`config.mk`:
```
export PLATFORM = sky130hd
export DESIGN_NAME = delay_tdc_monitor
export DESIGN_NICKNAME = d
export VERILOG_FILES = /design/src/rtl/delay_tdc_monitor_pkg.sv /design/src/rtl/delay_tdc_monitor_therm_decode.sv /design/src/rtl/delay_tdc_monitor.sv
export SDC_FILE = /design/constraint.sdc
export NUM_CORES = 1
export LEC_CHECK = 0
export CAP_MARGIN = 20
export CORE_UTILIZATION = 54
export CTS_CLUSTER_DIAMETER = 100
export DETAILED_ROUTE_END_ITERATION = 16
export PLACE_DENSITY = 0.75
export RECOVER_POWER = 50
export SETUP_SLACK_MARGIN = 0.1
export SKIP_CTS_REPAIR_TIMING = 1
export SLEW_MARGIN = 20
export SYNTH_ARGS = -nofsm -noshare
export SYNTH_HDL_FRONTEND = slang
export SYNTH_SLANG_ARGS = --single-unit
```
`constraint.sdc`:
```
create_clock -name clk -period 4.4 [get_ports clk]
set_clock_uncertainty 0.05 [all_clocks]
set_input_delay 0.66 -clock clk [delete_from_list [all_inputs] [get_ports clk]]
set_output_delay 0.66 -clock clk [all_outputs]
set_load 0.1 [all_outputs]
```
`src/rtl/delay_tdc_monitor_pkg.sv`:
```
// Shared types and width helpers for the delay-line TDC monitor.
package delay_tdc_monitor_pkg;

  typedef enum logic [1:0] {
    IDLE   = 2'd0,
    SETTLE = 2'd1,
    SAMPLE = 2'd2,
    DONE   = 2'd3
  } state_t;

  localparam int SETTLE_LEN = 2;

  function automatic int cnt_width(input int n_taps);
    return $clog2(n_taps + 1);
  endfunction

  function automatic int ch_width(input int n_ch);
    return (n_ch > 1) ? $clog2(n_ch) : 1;
  endfunction

endpackage

```
`src/rtl/delay_tdc_monitor_therm_decode.sv`:
```
// Thermometer decoder: run length of ones from bit 0, plus a flag for any 1 above a 0.
module therm_decode
  import delay_tdc_monitor_pkg::*;
#(
  parameter int N_TAPS = 16,
  localparam int CNT_W = cnt_width(N_TAPS)
) (
  input  logic [N_TAPS-1:0] code,
  output logic [CNT_W-1:0]  count,
  output logic              bubble
);

  logic seen_zero;

  // NOTE: every variable gets a default before the loop, so no path leaves it unassigned and no latch is inferred.
  always_comb begin
    count     = '0;
    bubble    = 1'b0;
    seen_zero = 1'b0;
    for (int i = 0; i < N_TAPS; i++) begin
      if (!code[i]) begin
        seen_zero = 1'b1;
      end else if (seen_zero) begin
        bubble = 1'b1;
      end else begin
        count = CNT_W'(i + 1);
      end
    end
  end

endmodule

```
`src/rtl/delay_tdc_monitor.sv`:
```
// Delay-line TDC monitor: synchronizes tap codes, averages 2^AVG_LOG2 samples of one
// channel, and raises sticky low-margin and bubble flags.
module delay_tdc_monitor
  import delay_tdc_monitor_pkg::*;
#(
  parameter int N_TAPS   = 16,
  parameter int N_CH     = 2,
  parameter int AVG_LOG2 = 2,
  localparam int CNT_W   = cnt_width(N_TAPS),
  localparam int CH_W    = ch_width(N_CH)
) (
  input  logic                   clk,
  input  logic                   rst_n,
  input  logic [N_CH*N_TAPS-1:0] taps,
  input  logic                   start,
  input  logic                   cont,
  input  logic [CH_W-1:0]        ch_sel,
  input  logic [CNT_W-1:0]       thresh,
  input  logic                   alarm_clr,
  output logic                   busy,
  output logic [CNT_W-1:0]       result,
  output logic                   result_valid,
  output logic                   alarm,
  output logic                   bubble_err
);

  localparam int S      = 1 << AVG_LOG2;
  localparam int ACC_W  = CNT_W + AVG_LOG2;
  localparam int SAMP_W = AVG_LOG2 + 1;

  state_t                   state;
  logic [N_CH*N_TAPS-1:0]   sync1, sync2;
  logic [CH_W-1:0]          ch_q;
  logic [CNT_W-1:0]         thresh_q;
  logic [1:0]               settle_cnt;
  logic [SAMP_W-1:0]        samp_cnt;
  logic [ACC_W-1:0]         acc;
  logic [ACC_W-1:0]         acc_next;
  logic [CNT_W-1:0]         avg_next;
  logic [N_TAPS-1:0]        sel_code;
  logic [CNT_W-1:0]         count;
  logic                     bubble;
  logic                     last_sample;
  logic                     alarm_set;
  logic                     bubble_set;
  logic                     bubble_clr;

  // Out-of-range channel requests fall back to channel 0.
  function automatic logic [CH_W-1:0] clamp_ch(input logic [CH_W-1:0] c);
    return (int'(c) < N_CH) ? c : '0;
  endfunction

  always_comb begin
    sel_code = '0;
    for (int c = 0; c < N_CH; c++) begin
      if (ch_q == CH_W'(c)) sel_code = sync2[c*N_TAPS +: N_TAPS];
    end
  end

  therm_decode #(.N_TAPS(N_TAPS)) u_decode (
    .code   (sel_code),
    .count  (count),
    .bubble (bubble)
  );

  assign acc_next    = acc + ACC_W'(count);
  assign avg_next    = CNT_W'(acc_next >> AVG_LOG2);
  assign last_sample = (state == SAMPLE) && (samp_cnt == SAMP_W'(S - 1));
  assign busy        = (state != IDLE);

  // Alarm is asserted on the edge entering DONE and again while in DONE, so a clear
  // coinciding with either edge of the result cycle loses.
  assign alarm_set  = (last_sample && (avg_next < thresh_q)) ||
                      ((state == DONE) && (result < thresh_q));
  assign bubble_set = (state == SAMPLE) && bubble;
  assign bubble_clr = (state == IDLE) && start;

  // NOTE: all sequential state is written with non-blocking assignments so every flop samples pre-edge values.
  always_ff @(posedge clk) begin
    if (!rst_n) begin
      sync1        <= '0;
      sync2        <= '0;
      state        <= IDLE;
      ch_q         <= '0;
      thresh_q     <= '0;
      settle_cnt   <= '0;
      samp_cnt     <= '0;
      acc          <= '0;
      result       <= '0;
      result_valid <= 1'b0;
      alarm        <= 1'b0;
      bubble_err   <= 1'b0;
    end else begin
      sync1        <= taps;
      sync2        <= sync1;
      result_valid <= 1'b0;

      unique case (state)
        IDLE: begin
          if (start) begin
            state      <= SETTLE;
            settle_cnt <= '0;
            ch_q       <= clamp_ch(ch_sel);
            thresh_q   <= thresh;
          end
        end
        SETTLE: begin
          if (settle_cnt == 2'(SETTLE_LEN - 1)) begin
            state    <= SAMPLE;
            acc      <= '0;
            samp_cnt <= '0;
          end else begin
            settle_cnt <= settle_cnt + 2'd1;
          end
        end
        SAMPLE: begin
          acc      <= acc_next;
          samp_cnt <= samp_cnt + SAMP_W'(1);
          if (last_sample) begin
            state        <= DONE;
            result       <= avg_next;
            result_valid <= 1'b1;
          end
        end
        DONE: begin
          if (cont) begin
            state      <= SETTLE;
            settle_cnt <= '0;
            ch_q       <= clamp_ch(ch_sel);
            thresh_q   <= thresh;
          end else begin
            state <= IDLE;
          end
        end
      endcase

      if (alarm_set)      alarm <= 1'b1;
      else if (alarm_clr) alarm <= 1'b0;

      if (bubble_set)      bubble_err <= 1'b1;
      else if (bubble_clr) bubble_err <= 1'b0;
    end
  end

endmodule
```
==> impl_metrics.json, run 1 <==
{
  "syn-cell-area_sq_mm": 0.003910,
  "path_clk_slew_ns": 0.09,
  "antenna_cells": 0,
  "io_pins": 52,
  "crit_path_end_kind": "register",
  "place_hpwl_microns": 5481,
  "grtUsageTotal": 0.2160,
  "status": "finished, violations left",
  "finalSetupViolCount": 0,
  "period_share": 0.8721,
  "grt_pass1_wl_microns": 12460,
  "p_leak_nw": 1.823,
  "drc": 0,
  "slowest_delay_ns": 0.39,
  "die_y_microns": 87.09,
  "syn_inst": 417,
  "crit_type": "reg2reg",
  "final_cell_mix": "dfxtp_1, clkdlybuf4s50_1, and2_1",
  "critPathSlowestCell": "fa_1",
  "grt_pass1_vias": 2768,
  "p_per_area_mw_per_mm2": 444.2,
  "ant_nets": 0,
  "gp_congestion": 0.8942,
  "cp.arrival_ns": 4.03,
  "crit_chain": "buf_12, o21ai_2, nand3_2, nand4b_4, o32a_1, nor2_1, ha_1, inv_1, fa_1, nor2b_1, o21ai_0, a21boi_0, o21ai_1, xnor2_1, ha_1, o21ai_0, a21oi_1, nor3_1, o31a_1",
  "ys_seq_elements": 92,
  "cts_buffers": 9,
  "final_common_cell": "dfxtp_1",
  "hold_viol_final": 0,
  "yosysSeqAreaShare": 0.4710,
  "synth_edf_count": 0,
  "wl_per_cell_microns": 13.08,
  "crit_path_start_kind": "register",
  "initial_core_util": 0.5661,
  "timing.fmax_mhz": 260.6,
  "avgSynthCellArea_sq_um": 9.376,
  "drt-initial-drc-count": 111,
  "syn_nets": 482,
  "fin_tns_setup_ns": 0,
  "crit_fanout": 38,
  "async_flop_share": 0,
  "fill_cells": 574,
  "hold_path.class": "reg2reg",
  "wirelength_microns": 7405,
  "fp.dieW_microns": 87.09,
  "crit_family": "compound AO/OA/AOI/OAI gates",
  "required_ns": 4.60,
  "slew_violations": 73,
  "multi_input_area_sq_mm": 0.001892,
  "ir_drop_mv": 0.2402,
  "die_area_sq_mm": 0.007585,
  "holdWs_ns": 0.3887,
  "overflow": 0,
  "worst_slew_pin_slew_ns": 2.063,
  "cap_violations": 1,
  "ff_latch_area_sq_mm": 0.001843,
  "antenna_found_initial": 0,
  "slew_headroom": -0.3752,
  "clock-root-buffer": "clkbuf_8",
  "cts_tree": "yes",
  "synthToLayoutAreaGrowth_pct": 19.39,
  "drt_pass1_iterations": 4,
  "min_period_ns": 3.837,
  "clk_latency_ns": 0.35,
  "yosys_most_used_dff": "dfxtp_1",
  "vias_per_cell": 5.184,
  "yosysWarnings": 0,
  "rsz0062_at_grt": "no",
  "crit_buf_inv": 2,
  "vias": 2934,
  "drive_above_1_share": 0.08298,
  "nets": 530,
  "port_buffers": 51,
  "violations": "capacitance limit, slew limit",
  "core-area_sq_mm": 0.006907,
  "numClockSinks": 92,
  "std_cell_rows": 30,
  "grt_max_degree": 73,
  "cts-htree-levels": 3,
  "clockBufferDepth": 2,
  "synth_cell_types": 54
}
-- worst register-to-register path, delay by kind of cell (launching register included) --
| family | cells | cell delay [ns] |
|---|---|---|
| AO/OA/AOI/OAI | 8 | 1.46 |
| XOR/XNOR | 1 | 0.17 |
| adder cells (fa/ha/maj) | 3 | 0.83 |
| buffers and inverters | 2 | 0.23 |
| flip-flops | 1 | 0.37 |
| AND/OR/NAND/NOR | 5 | 0.63 |
-- logic make-up after synthesis --
logic type,Yosys count,synth area share
compound gates,80,0.1446
fa+ha+maj,22,0.07232
xor+xnor,4,0.008962
buf+inv,42,0.04608
mux,8,0.02080
simple gates,169,0.2362
flops,92,0.4710
-- flip-flops by register name, indices dropped and copies added (netlist names) --
register	flops
ch_q	1
sync2	32
alarm	1
settle_cnt	2
sync1	32
result	5
thresh_q	5
samp_cnt	3
acc	7
bubble_err	1
state	2
result_valid	1
-- final cells by class --
cell class / count / share of cell area
multi-input combinational: 283 / 0.4053
sequential: 92 / 0.3948
timing repair buffer: 53 / 0.1144
clock buffer: 9 / 0.02653
tap: 96 / 0.02573
inverter: 26 / 0.02091
clock inverter: 7 / 0.01233
-- final timing paths --
kind                   from   endpoint  slack (ns)  cells after the start
setup / recovery       ch_q      alarm        0.56                     19
setup reg to reg       ch_q      alarm        0.56                     19
hold / removal    sync1[30]  sync2[30]        0.39                      1
hold reg to reg   sync1[30]  sync2[30]        0.39                      1
-- cell usage after synthesis (7+ instances only) --
| cell type | instances | area share |
|---|---|---|
| nor3_1 | 8 | 0.010 |
| clkbuf_1 | 12 | 0.012 |
| nand3_1 | 12 | 0.015 |
| o21ai_0 | 14 | 0.018 |
| nor2_1 | 38 | 0.036 |
| ha_1 | 21 | 0.067 |
| mux2i_1 | 7 | 0.018 |
| inv_1 | 26 | 0.025 |
| dfxtp_1 | 92 | 0.47 |
| a21oi_1 | 20 | 0.026 |
| nand2_1 | 24 | 0.023 |
| and2_1 | 65 | 0.10 |
-- report_power, final --
part | leakage, nW | internal (mW) | total (mW) | switching (mW)
clock | 0.0938 | 0.215 | 0.524 | 0.309
combinational | 0.972 | 0.239 | 0.607 | 0.369
sequential | 0.757 | 0.898 | 0.942 | 0.0443
-- per-layer routing --
layer  share of wire  up-vias  GRT usage
met2            0.46       76     0.3500
li1                -     1505          -
met5               0        -          0
met4          0.0092        0    0.07601
met3           0.053        7    0.05308
met1            0.48     1346     0.2814
-- through the flow --
step	total power, mW	cells	worst slack (ns)	area (sq um)	util
final	2.074	566	0.5627	4668	0.6759
after global routing	2.196	566	0.1746	4668	0.6759
after CTS	2.093	566	0.4806	4667	0.6757
after detailed placement	1.569	550	0.4949	4486	0.6495
after global placement	1.549	550	0.6053	4486	0.6495
after floorplan	1.412	417	0.9078	3910	-
Power figures use the tool's default switching activity.
==> run 2: changes to the inputs <==
--- a/config.mk
+++ b/config.mk
@@ -6,10 +6,10 @@
 export NUM_CORES = 1
 export LEC_CHECK = 0
 export CAP_MARGIN = 20
-export CORE_UTILIZATION = 54
+export CORE_UTILIZATION = 45
 export CTS_CLUSTER_DIAMETER = 100
 export DETAILED_ROUTE_END_ITERATION = 16
-export PLACE_DENSITY = 0.75
+export PLACE_DENSITY = 0.63
 export RECOVER_POWER = 50
 export SETUP_SLACK_MARGIN = 0.1
 export SKIP_CTS_REPAIR_TIMING = 1
==> run 2 against run 1 <==
- the flow still finishes with violations (capacitance limit, slew limit)
- worst hold slack lost 0.0056 ns
- combinational power shrank 1%
- total power grew 4.5%
- register-to-register slack lost 0.02 ns
- clock-buffer cell count grew 1
- critical path depth is the same
- die area grew 20%
- flip-flop and latch count is the same
- wire length grew 1.7%
- sequential share of layout area shrank 0.45 points
- non-clock buffer count grew 3
- clock power grew 18%
- largest power group unchanged
==> impl_metrics.json, run 2 (same netlist as run 1, synthesis figures left out) <==
{
  "status": "finished, violations left",
  "violations": "capacitance limit, slew limit",
  "clk_latency_ns": 0.35,
  "antenna_cells": 0,
  "fp.dieW_microns": 95.22,
  "wirelength_microns": 7530,
  "std_cell_rows": 33,
  "core-area_sq_mm": 0.008299,
  "p_leak_nw": 1.846,
  "required_ns": 4.60,
  "clock-root-buffer": "clkbuf_8",
  "drive_above_1_share": 0.08457,
  "grt_pass1_wl_microns": 12900,
  "min_path_cells": 1,
  "critPathSlowestCell": "dfxtp_4",
  "crit_chain": "buf_4, nand3_2, o21ai_2, a211oi_1, o32a_1, nor2_1, ha_1, inv_1, fa_1, nor2b_1, o21ai_0, a21boi_0, o21ai_1, xnor2_1, ha_1, o21ai_0, a21oi_1, nor3_1, o31a_1",
  "wl_per_cell_microns": 13.03,
  "cp.arrival_ns": 4.06,
  "overflow": 0,
  "drt-initial-drc-count": 104,
  "slew_violations": 73,
  "cap_violations": 1,
  "worst_slew_pin_slew_ns": 2.143,
  "final_common_cell": "dfxtp_1",
  "finalSetupViolCount": 0,
  "antenna_found_initial": 0,
  "crit_path_end_kind": "register",
  "timing.fmax_mhz": 259.2,
  "min_period_ns": 3.857,
  "nets": 533,
  "slowest_delay_ns": 0.44,
  "period_share": 0.8767,
  "cts_buffers": 9,
  "fill_cells": 733,
  "port_buffers": 51,
  "die_y_microns": 95.22,
  "die_area_sq_mm": 0.009066,
  "grtUsageTotal": 0.1859,
  "vias_per_cell": 4.943,
  "synthToLayoutAreaGrowth_pct": 20.93,
  "drt_pass1_iterations": 4,
  "grt_max_degree": 73,
  "crit_type": "reg2reg",
  "crit_fanout": 18,
  "gp_congestion": 0.8726,
  "initial_core_util": 0.4711,
  "p_per_area_mw_per_mm2": 458.3,
  "crit_buf_inv": 2,
  "total_power_mw": 2.167,
  "vias": 2857,
  "multi_input_area_sq_mm": 0.001888,
  "cts-htree-levels": 3,
  "ir_drop_mv": 0.2605,
  "crit_path_start_kind": "register",
  "io_pins": 52,
  "path_clk_slew_ns": 0.09,
  "r2r_cells": 19,
  "cts_tree": "yes",
  "rsz0062_at_grt": "no",
  "final_cell_mix": "dfxtp_1, clkdlybuf4s50_1, and2_1",
  "cp.depth": 19,
  "slew_headroom": -0.4289,
  "numClockSinks": 92,
  "fin_tns_setup_ns": 0,
  "drc": 0,
  "ff_latch_area_sq_mm": 0.001846,
  "grt_pass1_vias": 2757,
  "reg.largest.list": "sync1: 32 flops, sync2: 32 flops, acc: 7 flops",
  "crit_family": "compound AO/OA/AOI/OAI gates",
  "hold_viol_final": 0,
  "clockBufferDepth": 2,
  "ant_nets": 0,
  "hold_path.class": "reg2reg",
  "place_hpwl_microns": 5595
}
-- run 2: cell count changes in the layout (fill, tap and decap cells not counted), moves of 2 or more --
cell,before,now
clkinv_2,2,0
buf_4,0,4
inv_8,2,0
bufinv_16,0,2
-- run 2: worst paths after layout --
path,from,end,slack (ns)
setup / recovery,ch_q,alarm,0.54
hold reg to reg,sync1[24],sync2[24],0.38
hold / removal,sync1[24],sync2[24],0.38
setup reg to reg,ch_q,alarm,0.54
-- run 2: layer usage --
layer	share of wire	track usage
met1	0.54	0.2646
met2	0.42	0.2756
met3	0.030	0.03987
met4	0.010	0.06566
met5	0	0
-- run 2: area by class of cell --
| class | instances | area share |
|---|---|---|
| Timing Repair Buffer | 56 | 0.1151 |
| Tap cell | 105 | 0.02779 |
| Clock inverter | 6 | 0.01985 |
| Multi-Input combinational cell | 283 | 0.3993 |
| Clock buffer | 10 | 0.02699 |
| Sequential cell | 92 | 0.3903 |
| Inverter | 26 | 0.02064 |
-- run 2: per-stage QoR --
step / hold slack (ns) / std cells / setup slack, ns / area [sq um] / util
final: 0.3831 / 578 / 0.5426 / 4728 / 0.5697
after global routing: 0.3944 / 578 / 0.1060 / 4728 / 0.5697
after CTS: 0.3851 / 578 / 0.3151 / 4728 / 0.5697
after detailed placement: 0.3677 / 562 / 0.3193 / 4507 / 0.5430
after global placement: 0.3668 / 562 / 0.3968 / 4507 / 0.5430
after floorplan: 0.3619 / 417 / 0.9078 / 3910 / -
-- run 2: power breakdown --
part	internal, mW	switching, mW
logic	0.238	0.361
registers	0.899	0.0501
clock network	0.325	0.294
total	1.46	0.705
-- run 2: worst register-to-register path, delay by kind of cell (launching register included) --
family | cells | cell delay [ns]
adder cells (fa/ha/maj) | 3 | 0.84
XOR/XNOR | 1 | 0.18
AO/OA/AOI/OAI | 9 | 1.58
buffers and inverters | 2 | 0.30
flip-flops | 1 | 0.44
AND/OR/NAND/NOR | 4 | 0.37
==> run 3: changes to the inputs <==
--- a/config.mk
+++ b/config.mk
@@ -6,9 +6,11 @@
 export NUM_CORES = 1
 export LEC_CHECK = 0
 export CAP_MARGIN = 20
+export CORE_MARGIN = 1.5
 export CORE_UTILIZATION = 45
 export CTS_CLUSTER_DIAMETER = 100
 export DETAILED_ROUTE_END_ITERATION = 16
+export MAX_ROUTING_LAYER = met4
 export PLACE_DENSITY = 0.63
 export RECOVER_POWER = 50
 export SETUP_SLACK_MARGIN = 0.1
==> run 3 against run 2 <==
- the run still ends with capacitance limit, slew limit left
- cell count shrank 0.35%
- clock power fell by 9.5%
- global-route usage is 0.41 points lower
- register-to-register slack worse by 0.05 ns
- setup slack worse by 0.049 ns
- sequential power about the same
- total power fell by 2.9%
- clock-buffer cell count is the same
- sequential share of layout area rose by 0.20 points
- worst hold slack improved by 0.0040 ns
==> impl_metrics.json, run 3 (same netlist as run 1, synthesis figures left out) <==
{
  "status": "finished, violations left",
  "violations": "capacitance limit, slew limit",
  "hold_viol_final": 0,
  "rsz0062_at_grt": "no",
  "clk_latency_ns": 0.36,
  "path_clk_slew_ns": 0.09,
  "die_area_sq_mm": 0.009257,
  "slew_violations": 73,
  "crit_fanout": 33,
  "drt-initial-drc-count": 139,
  "cts_buffers": 9,
  "r2r_end": "alarm",
  "timing.fmax_mhz": 256.0,
  "slew_headroom": -0.4450,
  "fill_cells": 760,
  "synthToLayoutAreaGrowth_pct": 20.16,
  "clock-root-buffer": "clkbuf_8",
  "core-area_sq_mm": 0.008299,
  "total_power_mw": 2.105,
  "place_hpwl_microns": 5494,
  "initial_core_util": 0.4711,
  "final_common_cell": "dfxtp_1",
  "drc": 0,
  "cap_violations": 1,
  "vias_per_cell": 4.918,
  "cts-htree-levels": 3,
  "fp.dieW_microns": 96.22,
  "drive_above_1_share": 0.08068,
  "min_period_ns": 3.906,
  "p_int_mw": 1.404,
  "overflow": 0,
  "grt_pass1_wl_microns": 12480,
  "slowest_delay_ns": 0.47,
  "critPathCapture": "alarm",
  "fin_cells": 576,
  "hold_path.class": "reg2reg",
  "p_seq_frac": 0.449,
  "vias": 2833,
  "grtUsageTotal": 0.1818,
  "fin_util": 0.5661,
  "p_comb_frac": 0.285,
  "reg2reg_slack_ns": 0.49,
  "finalSetupViolCount": 0,
  "numClockSinks": 92,
  "p_per_area_mw_per_mm2": 448.0,
  "final_cell_mix": "dfxtp_1, and2_1, clkdlybuf4s50_1",
  "p_leak_nw": 1.836,
  "gp_congestion": 0.8018,
  "io_pins": 52,
  "crit_chain": "buf_12, nand3_2, o21ai_2, a211oi_1, o32a_1, nor2_1, ha_1, inv_1, fa_1, nor2b_1, o21ai_0, a21boi_0, o21ai_1, xnor2_1, ha_1, o21ai_0, a21oi_1, nor3_1, o31a_1",
  "switching_power_uw": 700.6,
  "crit_path_start_kind": "register",
  "port_buffers": 51,
  "grt_pass1_vias": 2688,
  "critPathSlowestCell": "dfxtp_2",
  "crit_path_end_kind": "register",
  "dp_cells": 560,
  "switching_share": 0.3328,
  "r2r_cells": 19,
  "cp.arrival_ns": 4.10,
  "antenna_cells": 0,
  "crit_type": "reg2reg",
  "ant_nets": 0,
  "crit_path_start": "ch_q",
  "pwr-share-clk": 0.266,
  "nets": 531,
  "worst_slew_pin_slew_ns": 2.168,
  "required_ns": 4.59,
  "antenna_found_initial": 0,
  "ir_drop_mv": 0.2032,
  "drt_pass1_iterations": 4,
  "period_share": 0.8878,
  "wirelength_microns": 7391,
  "cts_tree": "yes",
  "wl_per_cell_microns": 12.83,
  "r2r_start": "ch_q",
  "fin_tns_setup_ns": 0,
  "grt_max_degree": 73,
  "std_cell_rows": 33,
  "reg.largest.list": "sync1: 32 flops, sync2: 32 flops, acc: 7 flops",
  "clockBufferDepth": 2,
  "die_y_microns": 96.22
}
## run 3: power by group through the flow
stage,clock network (mW),logic (mW),registers [mW]
5_1_grt,0.621,0.666,0.955
4_1_cts,0.581,0.603,0.946
2_1_floorplan,0,0.438,0.974
6_report,0.560,0.599,0.946
3_3_place_gp,0,0.591,0.963
3_5_place_dp,0,0.600,0.965
## run 3: layer usage
layer  part of all wire  GRT usage  vias up
met5                  0          -        -
met4              0.015    0.06127        0
met3              0.058    0.04265       10
met2               0.41     0.2612       67
met1               0.52     0.2495     1253
li1                   -          -     1503
## run 3: worst max-delay path: cells and delay by family (launching register included)
kind                       cells  cell delay, ns
xor gates and xnor gates       1            0.17
buffers and inverters          2            0.28
AOI/OAI and AO/OA              9            1.61
adders and majority gates      3            0.83
DFF                            1            0.47
and+or+nand+nor                4            0.37
## run 3: area by class of cell
class	instances	area (sq um)	area share
Inverter	26	97.59	0.02077
Tap cell	105	131.4	0.02796
Sequential cell	92	1843	0.3923
Timing Repair Buffer	54	541.8	0.1153
Multi-Input combinational cell	283	1888	0.4019
Clock inverter	6	68.82	0.01465
Clock buffer	10	127.6	0.02716
## run 3: through the flow
step	instance area (sq um)	setup WS, ns	hold WS, ns
after floorplan	3910	0.9078	0.3619
after global placement	4504	0.4980	0.3667
after detailed placement	4504	0.4205	0.3669
after CTS	4701	0.3793	0.3917
after global routing	4698	0.1181	0.4089
final	4698	0.4936	0.3872
## run 3: how the worst min path moves through the flow
stage                         start         to  slack [ns]  cells past startpoint
after floorplan            sync1[0]   sync2[0]        0.36                      1
after global placement    sync1[30]  sync2[30]        0.37                      1
after detailed placement  sync1[29]  sync2[29]        0.37                      1
after CTS                 sync1[30]  sync2[30]        0.39                      1
after global routing       sync1[9]   sync2[9]        0.41                      1
final                     sync1[25]  sync2[25]        0.39                      1
